### src/rtl/dpram_arb_pkg.sv
// Shared types and helpers for the dpram port arbiter
// and the round-robin picker it builds on.
package dpram_arb_pkg;

   localparam int MAX_CLIENTS = 8;

   typedef logic [2:0] client_idx_t;

   // Pointer increment that wraps at n instead of at the type width.
   function automatic client_idx_t rr_next(input client_idx_t ptr,
                                           input int n);
      if (int'(ptr) >= n - 1) return '0;
      return ptr + 3'd1;
   endfunction

endpackage

### src/rtl/rr_pick.sv
// Combinational round-robin picker: first eligible index
// at or after ptr, searching upward with wrap.
module rr_pick
   import dpram_arb_pkg::*;
#(
   parameter int N = 3
) (
   input  logic [N-1:0] eligible,
   input  client_idx_t  ptr,
   output logic [N-1:0] grant_onehot,
   output client_idx_t  grant_idx,
   output logic         any
);

   always_comb begin
      int idx;
      idx          = 0;
      grant_onehot = '0;
      grant_idx    = '0;
      any          = |eligible;
      // Walk farthest-first so the closest hit overwrites the rest.
      for (int k = N - 1; k >= 0; k--) begin
         idx = int'(ptr) + k;
         if (idx >= N) idx = idx - N;
         if (eligible[idx]) begin
            grant_onehot      = '0;
            grant_onehot[idx] = 1'b1;
            grant_idx         = client_idx_t'(idx);
         end
      end
   end

endmodule

### src/rtl/dpram_port_arbiter.sv
// Round-robin sharing of one dpram port between several clients,
// with registered RAM drive and a one-hot read-return tag pipeline.
module dpram_port_arbiter
   import dpram_arb_pkg::*;
#(
   parameter int NUM_CLIENTS = 3,
   parameter int addr_width  = 8,
   parameter int data_width  = 8
) (
   input  logic                              clock,
   input  logic                              reset,
   input  logic [NUM_CLIENTS-1:0]            req,
   input  logic [NUM_CLIENTS-1:0]            we,
   input  logic [NUM_CLIENTS*addr_width-1:0] addr,
   input  logic [NUM_CLIENTS*data_width-1:0] wdata,
   output logic [NUM_CLIENTS-1:0]            ack,
   output logic [NUM_CLIENTS-1:0]            rvalid,
   output logic [data_width-1:0]             rdata,
   output logic [addr_width-1:0]             ram_address,
   output logic [data_width-1:0]             ram_data,
   output logic                              ram_enable,
   output logic                              ram_cs,
   output logic                              ram_wren,
   input  logic [data_width-1:0]             ram_q
);

   logic [NUM_CLIENTS-1:0] eligible;
   logic [NUM_CLIENTS-1:0] grant_onehot;
   logic [NUM_CLIENTS-1:0] tag1;
   logic [NUM_CLIENTS-1:0] tag2;
   client_idx_t            grant_idx;
   client_idx_t            rr_ptr;
   logic                   any;
   logic                   sel_we;
   logic [addr_width-1:0]  sel_addr;
   logic [data_width-1:0]  sel_data;

   // A client acked this cycle is still holding req; skip it once.
   assign eligible = req & ~ack;

   rr_pick #(
      .N(NUM_CLIENTS)
   ) u_pick (
      .eligible     (eligible),
      .ptr          (rr_ptr),
      .grant_onehot (grant_onehot),
      .grant_idx    (grant_idx),
      .any          (any)
   );

   always_comb begin
      sel_addr = '0;
      sel_data = '0;
      sel_we   = |(we & grant_onehot);
      for (int i = 0; i < NUM_CLIENTS; i++) begin
         if (grant_onehot[i]) begin
            sel_addr = addr[i*addr_width +: addr_width];
            sel_data = wdata[i*data_width +: data_width];
         end
      end
   end

   always_ff @(posedge clock) begin
      if (reset) begin
         rr_ptr      <= '0;
         ack         <= '0;
         ram_address <= '0;
         ram_data    <= '0;
         ram_enable  <= 1'b0;
         ram_cs      <= 1'b0;
         ram_wren    <= 1'b0;
         tag1        <= '0;
         tag2        <= '0;
      end else begin
         ack  <= any ? grant_onehot : '0;
         tag1 <= (any && !sel_we) ? grant_onehot : '0;
         tag2 <= tag1;
         if (any) begin
            ram_address <= sel_addr;
            ram_data    <= sel_data;
            ram_enable  <= 1'b1;
            ram_cs      <= 1'b1;
            ram_wren    <= sel_we;
            rr_ptr      <= rr_next(grant_idx, NUM_CLIENTS);
         end else begin
            ram_enable  <= 1'b0;
            ram_cs      <= 1'b0;
            ram_wren    <= 1'b0;
         end
      end
   end

   // RAM output is registered inside the RAM; forward it directly.
   assign rvalid = tag2;
   assign rdata  = ram_q;

endmodule

### config.mk
export PLATFORM = sky130hd
export DESIGN_NAME = dpram_port_arbiter
export DESIGN_NICKNAME = d
export VERILOG_FILES = /design/src/rtl/dpram_arb_pkg.sv /design/src/rtl/rr_pick.sv /design/src/rtl/dpram_port_arbiter.sv
export SDC_FILE = /design/constraint.sdc
export NUM_CORES = 1
export LEC_CHECK = 0
export BUFFER_PORTS_ARGS = -buffer_cell sky130_fd_sc_hd__buf_2
export CORE_MARGIN = 2
export CORE_UTILIZATION = 52
export DETAILED_ROUTE_END_ITERATION = 6
export GPL_ROUTABILITY_DRIVEN = 1
export PLACE_DENSITY = 0.86
export SYNTH_ARGS = -nofsm -noshare
export SYNTH_HDL_FRONTEND = slang
export SYNTH_SLANG_ARGS = --single-unit
### constraint.sdc
create_clock -name clock -period 6.4 [get_ports clock]
set_input_delay 1.28 -clock clock [delete_from_list [all_inputs] [get_ports clock]]
set_output_delay 1.28 -clock clock [all_outputs]
set_load 0.05 [all_outputs]
=== After elaboration in Yosys (flattened, before gate mapping) ===
Cells that the tools add are included.

* Register bits after elaboration: 30
* Latch bits: 0
* RAM bits: 0
* ROM bits: 0
* Bits of input ports: 64
* Output and inout port bits: 33
* Logic and storage cells: 74
* Memories: 0

* $add $sub $neg: 6
* Multiply operators: 0
* Div/mod/pow operators: 0
* Order comparisons: 10
* Eq/ne operators: 0
* Shift operators: 0
* Multiplexer cells: 36
* Bitwise gates (word level): 5
* Reductions and logical operators: 9

{| class="wikitable"
|+ Operator list
! operator !! count
|-
| greater-or-equal comparator 32 x 1 -> 1 bit, second input constant || 3
|-
| less-than comparator 32 x 4 -> 1 bit, second input constant || 3
|-
| two-way mux 32 bit || 3
|-
| greater-or-equal comparator 32 x 3 -> 1 bit, second input constant || 2
|-
| subtractor 32 x 3 -> 32 bit, second input constant || 2
|-
| two-way mux 8 bit || 6
|-
| two-way mux 3 bit || 8
|-
| two-way mux 1 bit || 13
|-
| bitwise AND 3 bit || 2
|-
| binary-select mux 1 bit (select 2 bit) || 3
|-
| demux 1 bit (select 2 bit) || 3
|-
| greater-or-equal comparator 3 x 2 -> 1 bit, second input constant || 2
|-
| OR reduction 3 bit || 2
|-
| adder 3 x 1 -> 4 bit, second input constant || 1
|-
| adder 3 x 2 -> 4 bit, second input constant || 1
|-
| logical AND 1 bit || 4
|-
| OR reduction 2 bit || 2
|-
| subtractor 3 x 2 -> 4 bit, second input constant || 1
|-
| adder 3 x 1 -> 3 bit, second input constant || 1
|-
| NOT 3 bit || 1
|-
| NOT 1 bit || 2
|-
| logical NOT 1 bit || 1
|}

=== Depth between registers and ports, before layout ===
Gate-level depths: netlist of the first run.

* Depth in word-level cells: 16
* Gate-level depth with buffers: 14
* Gate-level depth less buffers: 12

=== Hierarchy ===
Synthesis of the first run repeated with hierarchy kept, for this count alone.

* Cells, all modules: 259
* Area total of the unflattened synthesis: 2162.1 sq um

{| class="wikitable"
|+ Modules (own cells, without submodules)
! module !! times used !! cells each !! area each (sq um) !! sequential area each (sq um)
|-
| dpram_port_arbiter || 1 || 148 || 1342.5 || 600.6
|-
| rr_pick || 1 || 111 || 819.5 || 0.0
|}

=== Worst setup path after synthesis of the first run ===
Ideal clock, no wire load.

* Path type: input-to-reg
* Start: input port req[1]
* End: register rr_ptr[0]
* Library setup time: 60 ps
* Data arrival time: 3295 ps
* Data required time: 6340 ps
* Setup slack: 3045 ps
* Cell stages on the path: 10
* Path buffers: 0
* Cell sequence: nor2b_4 a211o_1 nand2_1 a41oi_1 nor3_1 o21ai_0 ha_1 or3_1 nor4b_1 a22o_1

* Cells in the longest elaborated chain, start to end: 12
* Elaborated cells on any way between the ends: 20
* Classes of those cells: add/sub: 1; order compare: 1; mux: 16; bitwise: 1; reduce/logical: 1

{| class="wikitable"
|+ Ends and longest elaborated chain
! what !! line !! source
|-
| start: declaration || dpram_port_arbiter.sv:12 || <nowiki>input logic [NUM_CLIENTS-1:0] req,</nowiki>
|-
| bitwise AND 3 bit (*) || dpram_port_arbiter.sv:39 || <nowiki>assign eligible = req & ~ack;</nowiki>
|-
| binary-select mux 1 bit (select 2 bit) || rr_pick.sv:25 || <nowiki>if (eligible[idx]) begin</nowiki>
|-
| two-way mux 1 bit (implied by the code) (2 in a row) || rr_pick.sv:25 ||
|-
| two-way mux 3 bit (3 in a row) || rr_pick.sv:25 ||
|-
| greater-or-equal comparator 3 x 2 -> 1 bit || dpram_arb_pkg.sv:12 || <nowiki>if (int'(ptr) >= n - 1) return '0;</nowiki>
|-
| two-way mux 1 bit || dpram_arb_pkg.sv:12 ||
|-
| two-way mux 1 bit || dpram_port_arbiter.sv:78 || <nowiki>if (any) begin</nowiki>
|-
| two-way mux 1 bit || dpram_port_arbiter.sv:64 || <nowiki>if (reset) begin</nowiki>
|-
| two-way mux 3 bit || dpram_arb_pkg.sv:13 || <nowiki>return ptr + 3'd1;</nowiki>
|-
| end signal: assignment || dpram_port_arbiter.sv:84 || <nowiki>rr_ptr <= rr_next(grant_idx, NUM_CLIENTS);</nowiki>
|-
| end: declaration || dpram_port_arbiter.sv:32 || <nowiki>client_idx_t rr_ptr;</nowiki>
|}

Every way passes the cells marked *; elsewhere a longest branch is shown, timed or not. The select of a mux whose other input is x is not followed.
A chain may end at the register's enable or synchronous reset.

=== Final worst setup path of the first run ===
* Start: register rr_ptr[1]
* End: register rr_ptr[0]

* Cells in the longest elaborated chain, start to end: 14
* Elaborated cells on any way between the ends: 29
* Classes of those cells: add/sub: 6; order compare: 4; mux: 19

{| class="wikitable"
|+ Ends and longest elaborated chain
! what !! line !! source
|-
| adder 3 x 2 -> 4 bit || rr_pick.sv:23 || <nowiki>idx = int'(ptr) + k;</nowiki>
|-
| subtractor 32 x 3 -> 32 bit / greater-or-equal comparator 32 x 3 -> 1 bit (equally long branches) || rr_pick.sv:24 || <nowiki>if (idx >= N) idx = idx - N;</nowiki>
|-
| two-way mux 32 bit || rr_pick.sv:24 ||
|-
| binary-select mux 1 bit (select 2 bit) || rr_pick.sv:25 ||
|-
| two-way mux 1 bit (implied by the code) (2 in a row) || rr_pick.sv:25 ||
|-
| two-way mux 3 bit (2 in a row) || rr_pick.sv:25 ||
|-
| two-way mux 3 bit (*) || rr_pick.sv:25 ||
|-
| greater-or-equal comparator 3 x 2 -> 1 bit || dpram_arb_pkg.sv:12 ||
|-
| two-way mux 1 bit || dpram_arb_pkg.sv:12 ||
|-
| two-way mux 1 bit || dpram_port_arbiter.sv:78 ||
|-
| two-way mux 1 bit || dpram_port_arbiter.sv:64 ||
|-
| two-way mux 3 bit (*) || dpram_arb_pkg.sv:13 ||
|}

Marks and branches as above.

==> flow_summary.html, run 1 <==
<table>
<tr><th>Metric</th><th>Value</th></tr>
<tr><th colspan="2">STA</th></tr>
<tr><td>Max Clock Skew</td><td>0.00667 ns</td></tr>
<tr><td>Count of endpoints failing hold in the final timing report</td><td>0</td></tr>
<tr><td>Max-slew violation total from the final report</td><td>0</td></tr>
<tr><td>Post-Route Setup TNS</td><td>0 ns</td></tr>
<tr><td>Slew at the pin with the worst max-slew slack</td><td>1.01 ns</td></tr>
<tr><td>Final hold slack</td><td>roughly 0.44 ns</td></tr>
<tr><td>Fmax</td><td>between 200 and 250 MHz</td></tr>
<tr><td>Setup violation total in the final timing report</td><td>0</td></tr>
<tr><td>Fin crit period</td><td>4.14 ns</td></tr>
<tr><td>Fraction of the cycle the final worst path needs</td><td>between 60% and 70%</td></tr>
<tr><td>Worst relative slew slack</td><td>about a third</td></tr>
<tr><td>RSZ-0062 raised after global routing</td><td>no</td></tr>
<tr><th colspan="2">Clocking</th></tr>
<tr><td>CTS Buf Count</td><td>5</td></tr>
<tr><td>Library cell used as clock root buffer</td><td>sky130_fd_sc_hd__clkbuf_8</td></tr>
<tr><td>Clock-pin slew reported for the worst setup and hold paths after clock tree synthesis</td><td>0.06 ns</td></tr>
<tr><td># resized after CTS</td><td>0</td></tr>
<tr><td>Clock Sink Count</td><td>30</td></tr>
<tr><td>Clock latency of the later-clocked register in the worst-skew pair</td><td>between 0.2 and 0.3 ns</td></tr>
<tr><td>Postcts setup bufs</td><td>0</td></tr>
<tr><td>Number of H-tree levels</td><td>2</td></tr>
<tr><td>CTS Buffer Depth</td><td>2</td></tr>
<tr><td>CTS tree</td><td>yes</td></tr>
<tr><td>Hold-fix buffers at CTS</td><td>0</td></tr>
<tr><th colspan="2">Route</th></tr>
<tr><td># DRC</td><td>0</td></tr>
<tr><td>Routed Antenna Nets</td><td>0</td></tr>
<tr><td>DR WL/cell</td><td>between 10 and 15 um</td></tr>
<tr><td>Ratio of routed vias to standard cells</td><td>between 5 and 6</td></tr>
<tr><td>Routed vias</td><td>approximately 2200</td></tr>
<tr><td>Met3 wire len</td><td>351 um</td></tr>
<tr><td>Overall routed net length</td><td>5530 um</td></tr>
<tr><td>Highest routing layer actually used</td><td>met4</td></tr>
<tr><td>Met2 Wirelength</td><td>2810 um</td></tr>
<tr><td>Metal1 wirelength</td><td>between 2000 and 2500 um</td></tr>
<tr><td>Detailed Route Iter0 Violations</td><td>between 150 and 200</td></tr>
<tr><td>Detailed-router iteration count before antenna repair</td><td>4</td></tr>
<tr><th colspan="2">Power and ir drop</th></tr>
<tr><td>Peak supply drop</td><td>283 uV</td></tr>
<tr><td>Leakage</td><td>roughly 1.2 nW</td></tr>
<tr><td>Pwr/cell area</td><td>about 510 nW/um^2</td></tr>
<tr><th colspan="2">Job</th></tr>
<tr><td>Max-capacitance violation count</td><td>0</td></tr>
<tr><th colspan="2">Logic synthesis</th></tr>
<tr><td>Synth Instances</td><td>about 250</td></tr>
<tr><td>Synth Cell Area</td><td>2250 um^2</td></tr>
<tr><td>Most frequent cell after synthesis</td><td>sky130_fd_sc_hd__dfxtp_1</td></tr>
<tr><td>Avg Inst Size Synth</td><td>8.84 um^2</td></tr>
<tr><td>Ys flop type</td><td>sky130_fd_sc_hd__dfxtp_1</td></tr>
<tr><td>Post-synth top cells</td><td>sky130_fd_sc_hd__dfxtp_1 (30), sky130_fd_sc_hd__nor2_1 (25), sky130_fd_sc_hd__inv_1 (22)</td></tr>
<tr><td>Fraction of post-synthesis cell area in the top cell type by area</td><td>26.7%</td></tr>
<tr><td>Count of state elements after synthesis</td><td>30</td></tr>
<tr><td>Seq/Total Area, Yosys</td><td>26.7%</td></tr>
<tr><td>Number of nets produced by synthesis</td><td>~330</td></tr>
<tr><td>Cell types with the largest area share after synthesis</td><td>sky130_fd_sc_hd__dfxtp_1 (27%), sky130_fd_sc_hd__a2111oi_2 (6.7%), sky130_fd_sc_hd__a221oi_1 (5.8%)</td></tr>
<tr><td>Cell variety after synth</td><td>62</td></tr>
<tr><td>Post-synth top area cell</td><td>sky130_fd_sc_hd__dfxtp_1</td></tr>
<tr><td>Share of synthesized flip-flops with an asynchronous set or reset</td><td>0%</td></tr>
<tr><td>Number of enable-type register cells in the synthesized netlist</td><td>0</td></tr>
<tr><td>Ys Warns</td><td>0</td></tr>
<tr><th colspan="2">Finish</th></tr>
<tr><td>Non-filler instance count after layout</td><td>approximately 370</td></tr>
<tr><td>Filler cells</td><td>between 300 and 400</td></tr>
<tr><td>Area of all sequential standard cells</td><td>roughly 600 um^2</td></tr>
<tr><td>Area of the multi-input gates</td><td>~1400 um^2</td></tr>
<tr><td>Post-synthesis to final-layout area growth</td><td>17.4%</td></tr>
<tr><td>Total number of nets in the final design</td><td>~400</td></tr>
<tr><td>Fraction of final layout cells with drive strength greater than 1</td><td>about a third</td></tr>
<tr><td>Count of inserted antenna diode cells</td><td>0</td></tr>
<tr><th colspan="2">Worst setup path</th></tr>
<tr><td>Worst endpoint data arrival time</td><td>approximately 4.4 ns</td></tr>
<tr><td>Class of the most critical setup path</td><td>register to register</td></tr>
<tr><td>Setup crit start kind</td><td>register</td></tr>
<tr><td>Crit path max fanout</td><td>15</td></tr>
<tr><td>Required time reported for the critical path endpoint</td><td>~6.6 ns</td></tr>
<tr><td>Crit. End Element</td><td>register</td></tr>
<tr><th colspan="2">GRT</th></tr>
<tr><td>Overflow after GRT</td><td>0</td></tr>
<tr><td>Number of global-route vias before repair</td><td>between 2000 and 2500</td></tr>
<tr><td>GRT Util Overall</td><td>22.9%</td></tr>
<tr><td>Antenna violations before repair</td><td>0</td></tr>
<tr><td>First-pass GRT wire length</td><td>just over 9000 um</td></tr>
<tr><td>Maximum number of pins on one net before global-route repair</td><td>33</td></tr>
<tr><th colspan="2">Die</th></tr>
<tr><td>Chip Width</td><td>between 60 and 70 um</td></tr>
<tr><td>Ports</td><td>a little under 100</td></tr>
<tr><td>Die Footprint</td><td>approximately 5000 um^2</td></tr>
<tr><td>Initial Utilization</td><td>55.0%</td></tr>
<tr><td>Die H</td><td>~70 um</td></tr>
<tr><td>Core Footprint</td><td>4090 um^2</td></tr>
<tr><td>Std-Cell Rows</td><td>23</td></tr>
<tr><th colspan="2">Place</th></tr>
<tr><td>Post-Place Cells</td><td>roughly 360</td></tr>
<tr><td>Weighted congestion at the end of routability-driven global placement</td><td>about 0.91</td></tr>
<tr><td>Post-DP HPWL</td><td>~4100 um</td></tr>
<tr><td>IO Port Bufs</td><td>80</td></tr>
<tr><th colspan="2">Worst hold path</th></tr>
<tr><td>Worst hold path class</td><td>register to register</td></tr>
<tr><th colspan="2">Outcome</th></tr>
<tr><td>Outcome</td><td>completed</td></tr>
</table>
registers in the layout (all words and copies together), names as in the netlist:
signal	cells
ram_wren	1
ram_address	8
ram_data	8
ack	3
rr_ptr	3
tag1	3
ram_cs	1
rvalid	3
power by group:
group	internal, W	total [W]	switching [W]
Sequential	0.000245	0.000300	0.0000549
Combinational	0.000315	0.000881	0.000566
Clock	0.0000866	0.000155	0.0000683
Total	0.000647	0.00134	0.000690
through the flow:
stage / cell area, um^2 / power, W / worst slack [ns] / util [%]
floorplan: 2250 / 0.00106 / 3.04 / -
global placement: 2550 / 0.00117 / 2.39 / 62.3
detailed placement: 2550 / 0.00118 / 2.30 / 62.3
CTS: 2640 / 0.00134 / 2.29 / 64.5
global route: 2640 / 0.00144 / 1.89 / 64.5
finish: 2640 / 0.00134 / 2.26 / 64.5
critical path, cell delays in order (launching register included):
cell and delay [ns]:
sky130_fd_sc_hd__dfxtp_1 0.61, sky130_fd_sc_hd__inv_1 0.16, sky130_fd_sc_hd__ha_1 0.41, sky130_fd_sc_hd__a21boi_1 0.85, sky130_fd_sc_hd__mux2i_1 0.36, sky130_fd_sc_hd__o211ai_1 0.14, sky130_fd_sc_hd__nand3_1 0.12, sky130_fd_sc_hd__a21boi_0 0.17
sky130_fd_sc_hd__ha_1 0.24, sky130_fd_sc_hd__or3_1 0.36, sky130_fd_sc_hd__nor4b_1 0.45, sky130_fd_sc_hd__a22o_1 0.21
path summary, 6_finish.rpt:
kind                                from                     end  slack [ns]  depth (start not counted)
hold / removal        tag1[0]$_SDFF_PP0_    rvalid[0]$_SDFF_PP0_        0.44                          1
setup reg to reg  rr_ptr[1]$_SDFFE_PP0N_  rr_ptr[0]$_SDFFE_PP0N_        2.26                         11
hold reg to reg       tag1[0]$_SDFF_PP0_    rvalid[0]$_SDFF_PP0_        0.44                          1
setup / recovery  rr_ptr[1]$_SDFFE_PP0N_  rr_ptr[0]$_SDFFE_PP0N_        2.26                         11
routing by layer:
layer  track usage (%)  up-vias
met5                 0        -
met3              4.94        6
met4              7.48        0
li1                  -     1069
met2              39.7       88
met1              28.2      999
final cells by class:
cell class | count | share of cell area, %
multi-input combinational | 178 | 52.8
sequential | 30 | 22.8
timing repair buffer | 81 | 15.5
clock buffer | 7 | 3.27
inverter | 22 | 3.13
tap | 50 | 2.37
clock inverter | 1 | 0.190
cells in the final DEF, fill, tap and decap left out, types with 2 or more instances in the layout:
cell type and n:
sky130_fd_sc_hd__ha_1 10, sky130_fd_sc_hd__a2111oi_2 10, sky130_fd_sc_hd__mux2i_1 5, sky130_fd_sc_hd__and3b_1 2, sky130_fd_sc_hd__a21oi_1 7, sky130_fd_sc_hd__nor2_1 25, sky130_fd_sc_hd__nand4_1 2, sky130_fd_sc_hd__nor3_1 7
sky130_fd_sc_hd__buf_2 80, sky130_fd_sc_hd__o211ai_1 3, sky130_fd_sc_hd__xnor2_1 3, sky130_fd_sc_hd__a22oi_1 2, sky130_fd_sc_hd__nor4bb_1 2, sky130_fd_sc_hd__or3_1 3, sky130_fd_sc_hd__and2_1 4, sky130_fd_sc_hd__a22o_1 3
sky130_fd_sc_hd__inv_1 22, sky130_fd_sc_hd__clkbuf_8 6, sky130_fd_sc_hd__nand2_1 6, sky130_fd_sc_hd__nand3_1 8, sky130_fd_sc_hd__o21ai_0 3, sky130_fd_sc_hd__nand3b_1 2, sky130_fd_sc_hd__a2111oi_1 6, sky130_fd_sc_hd__nor2b_1 9
sky130_fd_sc_hd__a221oi_1 15, sky130_fd_sc_hd__dfxtp_1 30, sky130_fd_sc_hd__nand2b_1 6, sky130_fd_sc_hd__and3_1 2, sky130_fd_sc_hd__nor4b_1 2
kinds of logic (layout without fill, tap and decap cells):
kind of cell,count (synthesis),count (layout),synth area share [%]
XOR/XNOR,4,4,1.56
AND/OR/NAND/NOR,90,90,23.1
flip-flops,30,30,26.7
adder cells (fa/ha/maj),10,10,5.57
multiplexers,6,6,2.84
AO/OA/AOI/OAI,68,68,29.0
buffers and inverters,46,111,11.3
Note: power is estimated with default switching activity, not from simulation.
==> inputs of run 2 (changes only) <==
- CORE_UTILIZATION: 52 -> 48
- PLACE_DENSITY: 0.86 -> 0.81
- clock period: 6.4 -> 3.9 ns (I/O delays scaled with it)
==> run 2 against run 1 <==
Design area rose by 2.4%; die area rose by 7.8%; global-route usage fell by 0.59 points; clock skew rose by 0.00054 ns; sequential power rose by 55%; combinational power rose by 74%; flip-flop and latch count did not move; clock power rose by 94%; final cell count rose by 1.9%; wire length rose by 3.3%; utilization fell by 3.8 points; critical endpoint is now ram_data[4]$_SDFFE_PP0N_.
==> flow_summary.html, run 2 (synthesis results as in run 1) <==
<table>
<tr><th>Metric</th><th>Value</th></tr>
<tr><th colspan="2">Outcome</th></tr>
<tr><td>Outcome</td><td>completed</td></tr>
<tr><th colspan="2">Route</th></tr>
<tr><td># DRC</td><td>0 (unchanged)</td></tr>
<tr><td>Routed vias</td><td>2207 (+2.1%)</td></tr>
<tr><td>Detailed Route Iter0 Violations</td><td>163 (-11%)</td></tr>
<tr><td>Detailed-router iteration count before antenna repair</td><td>6 (+2)</td></tr>
<tr><td>Overall routed net length</td><td>5710 um (+3.3%)</td></tr>
<tr><td>DR WL/cell</td><td>15.2 um (+1.4%)</td></tr>
<tr><td>Routed Antenna Nets</td><td>0 (unchanged)</td></tr>
<tr><td>Ratio of routed vias to standard cells</td><td>5.87 (+0.18%)</td></tr>
<tr><th colspan="2">Finish</th></tr>
<tr><td>Total number of nets in the final design</td><td>397 (+1.3%)</td></tr>
<tr><td>Post-synthesis to final-layout area growth</td><td>20.3%</td></tr>
<tr><td>Most frequent standard cell in the layout excluding fill and tap cells</td><td>sky130_fd_sc_hd__buf_2</td></tr>
<tr><td>Largest registers</td><td>ram_address x8, ram_data x8</td></tr>
<tr><td>Count of inserted antenna diode cells</td><td>0 (unchanged)</td></tr>
<tr><td>Fraction of final layout cells with drive strength greater than 1</td><td>36.4% (+1.6 points)</td></tr>
<tr><td>Final non-filler cell area</td><td>2700 um^2 (+2.4%)</td></tr>
<tr><td>Filler cells</td><td>397 (+13%)</td></tr>
<tr><td>Non-filler instance count after layout</td><td>376 (+1.9%)</td></tr>
<tr><td>Top library cells by usage in the layout, fill and taps aside</td><td>sky130_fd_sc_hd__buf_2 (80), sky130_fd_sc_hd__dfxtp_1 (30), sky130_fd_sc_hd__nor2_1 (25)</td></tr>
<tr><th colspan="2">Die</th></tr>
<tr><td>Die Footprint</td><td>5240 um^2 (+7.8%)</td></tr>
<tr><td>Chip Width</td><td>72.4 um (+3.8%)</td></tr>
<tr><td>Die H</td><td>72.4 um (+3.8%)</td></tr>
<tr><td>Std-Cell Rows</td><td>24 (+4.3%)</td></tr>
<tr><td>Ports</td><td>97 (unchanged)</td></tr>
<tr><td>Core Footprint</td><td>4440 um^2 (+8.8%)</td></tr>
<tr><td>Initial Utilization</td><td>50.5% (-4.4 points)</td></tr>
<tr><th colspan="2">Clocking</th></tr>
<tr><td>Postcts setup bufs</td><td>0 (unchanged)</td></tr>
<tr><td>Hold-fix buffers at CTS</td><td>0 (unchanged)</td></tr>
<tr><td>Clock latency of the later-clocked register in the worst-skew pair</td><td>0.28 ns (about the same)</td></tr>
<tr><td>CTS Buffer Depth</td><td>2 (unchanged)</td></tr>
<tr><td>Clock-pin slew reported for the worst setup and hold paths after clock tree synthesis</td><td>0.07 ns (about the same)</td></tr>
<tr><td>Clock Sink Count</td><td>30 (unchanged)</td></tr>
<tr><td>CTS tree</td><td>yes</td></tr>
<tr><td>Number of H-tree levels</td><td>2 (unchanged)</td></tr>
<tr><td>CTS Buf Count</td><td>5 (unchanged)</td></tr>
<tr><td>Library cell used as clock root buffer</td><td>sky130_fd_sc_hd__clkbuf_8</td></tr>
<tr><th colspan="2">STA</th></tr>
<tr><td>RSZ-0062 raised after global routing</td><td>no</td></tr>
<tr><td>Fmax</td><td>290 MHz (+20%)</td></tr>
<tr><td>Max-slew violation total from the final report</td><td>0 (unchanged)</td></tr>
<tr><td>Setup violation total in the final timing report</td><td>0 (unchanged)</td></tr>
<tr><td>Post-Route Setup TNS</td><td>0 ns (unchanged)</td></tr>
<tr><td>Slew at the pin with the worst max-slew slack</td><td>0.754 ns (-0.254 ns)</td></tr>
<tr><td>Max Clock Skew</td><td>0.00721 ns (+0.000539 ns)</td></tr>
<tr><td>Fin crit period</td><td>3.45 ns (-0.687 ns)</td></tr>
<tr><td>Final worst-path setup slack</td><td>0.449 ns (-1.81 ns)</td></tr>
<tr><td>Count of endpoints failing hold in the final timing report</td><td>0 (unchanged)</td></tr>
<tr><td>Final hold slack</td><td>0.439 ns (+0.000776 ns)</td></tr>
<tr><td>Fraction of the cycle the final worst path needs</td><td>88.5% (+24 points)</td></tr>
<tr><td>Worst relative slew slack</td><td>49.7% (+17 points)</td></tr>
<tr><th colspan="2">Worst setup path</th></tr>
<tr><td>Setup crit start kind</td><td>register</td></tr>
<tr><td>Crit path buf inv count</td><td>2 (+1)</td></tr>
<tr><td>Worst endpoint data arrival time</td><td>3.60 ns (-0.75 ns)</td></tr>
<tr><td>Delay of the slowest cell on the worst path</td><td>0.63 ns (-0.22 ns)</td></tr>
<tr><td>Crit path max fanout</td><td>17 (+2)</td></tr>
<tr><td>Critical path cell sequence</td><td>inv_1 &gt; ha_1 &gt; buf_4 &gt; a211o_1 &gt; a31oi_2 &gt; a31oi_1 &gt; o21ai_2 &gt; a221oi_1 &gt; a2111oi_1</td></tr>
<tr><td>Class of the most critical setup path</td><td>register to register</td></tr>
<tr><td>Required time reported for the critical path endpoint</td><td>4.05 ns (-2.56 ns)</td></tr>
<tr><td>Crit. End Element</td><td>register</td></tr>
<tr><td>CP top delay family</td><td>compound AO/OA/AOI/OAI gates</td></tr>
<tr><td>Worst-path cell with the longest stage delay</td><td>sky130_fd_sc_hd__o21ai_2</td></tr>
<tr><th colspan="2">Place</th></tr>
<tr><td>IO Port Bufs</td><td>80 (unchanged)</td></tr>
<tr><td>Weighted congestion at the end of routability-driven global placement</td><td>1.03 (+13%)</td></tr>
<tr><td>Area after DPL</td><td>2590 um^2 (+1.6%)</td></tr>
<tr><td>Worst setup slack before clock tree synthesis</td><td>0.377 ns (-1.92 ns)</td></tr>
<tr><td>Post-Place Cells</td><td>368 (+1.9%)</td></tr>
<tr><td>Post-DP HPWL</td><td>4340 um (+4.5%)</td></tr>
<tr><th colspan="2">GRT</th></tr>
<tr><td>Antenna violations before repair</td><td>0 (unchanged)</td></tr>
<tr><td>Overflow after GRT</td><td>0 (unchanged)</td></tr>
<tr><td>Number of global-route vias before repair</td><td>2157 (+5.1%)</td></tr>
<tr><td>First-pass GRT wire length</td><td>9470 um (+2.9%)</td></tr>
<tr><td>Maximum number of pins on one net before global-route repair</td><td>30 (-9.1%)</td></tr>
<tr><td>GRT Util Overall</td><td>22.3% (-0.59 points)</td></tr>
<tr><th colspan="2">Power and ir drop</th></tr>
<tr><td>Leakage</td><td>1.28 nW (+2.9%)</td></tr>
<tr><td>Pwr/cell area</td><td>851 nW/um^2 (+68%)</td></tr>
<tr><td>Peak supply drop</td><td>525 uV (+86%)</td></tr>
<tr><th colspan="2">Worst hold path</th></tr>
<tr><td>Worst hold path class</td><td>register to register</td></tr>
<tr><th colspan="2">Job</th></tr>
<tr><td>Max-capacitance violation count</td><td>0 (unchanged)</td></tr>
</table>
-- run 2: worst paths after layout --
path / cells after the start / from / slack, ns / endpoint
worst max-delay path: 9 / rr_ptr[1]$_SDFFE_PP0N_ / 0.45 / ram_data[4]$_SDFFE_PP0N_
worst min-delay path: 1 / tag1[2]$_SDFF_PP0_ / 0.44 / rvalid[2]$_SDFF_PP0_
worst max register to register: 9 / rr_ptr[1]$_SDFFE_PP0N_ / 0.45 / ram_data[4]$_SDFFE_PP0N_
worst min register to register: 1 / tag1[2]$_SDFF_PP0_ / 0.44 / rvalid[2]$_SDFF_PP0_
-- run 2: routing by layer --
metal	track usage (%)	vias up	wire (um)
met5	0	-	0
met4	6.17	0	110
met3	4.72	14	355
met2	40.0	100	2850
met1	27.0	1020	2400
li1	-	1073	-
-- run 2: layout make-up --
type / count / area (um^2) / area share (%)
timing repair buffer: 86 / 445 / 16.5
clock inverter: 3 / 40.0 / 1.48
clock buffer: 5 / 68.8 / 2.55
sequential: 30 / 601 / 22.2
multi-input combinational: 178 / 1400 / 51.8
inverter: 22 / 82.6 / 3.06
tap: 52 / 65.1 / 2.41
-- run 2: power by group --
part	switching (W)	total (W)	leakage (nW)	internal [W]
combinational	0.000982	0.00153	0.976	0.000550
sequential	0.0000632	0.000465	0.247	0.000402
clock	0.000114	0.000301	0.0579	0.000188
total	0.00116	0.00230	1.28	0.00114
-- run 2: timing repair --
| action | in CTS | in global routing |
|---|---|---|
| setup endpoints to repair | 0 | 3 |
| endpoints found under the hold margin | 0 | 0 |
| gates resized for setup | 0 | 1 |
-- run 2: through the flow --
stage	util [%]	total power, W
after global routing	60.8	0.00247
final	60.8	0.00230
after detailed placement	58.2	0.00199
after floorplan	-	0.00173
after CTS	60.6	0.00229
after global placement	58.2	0.00196
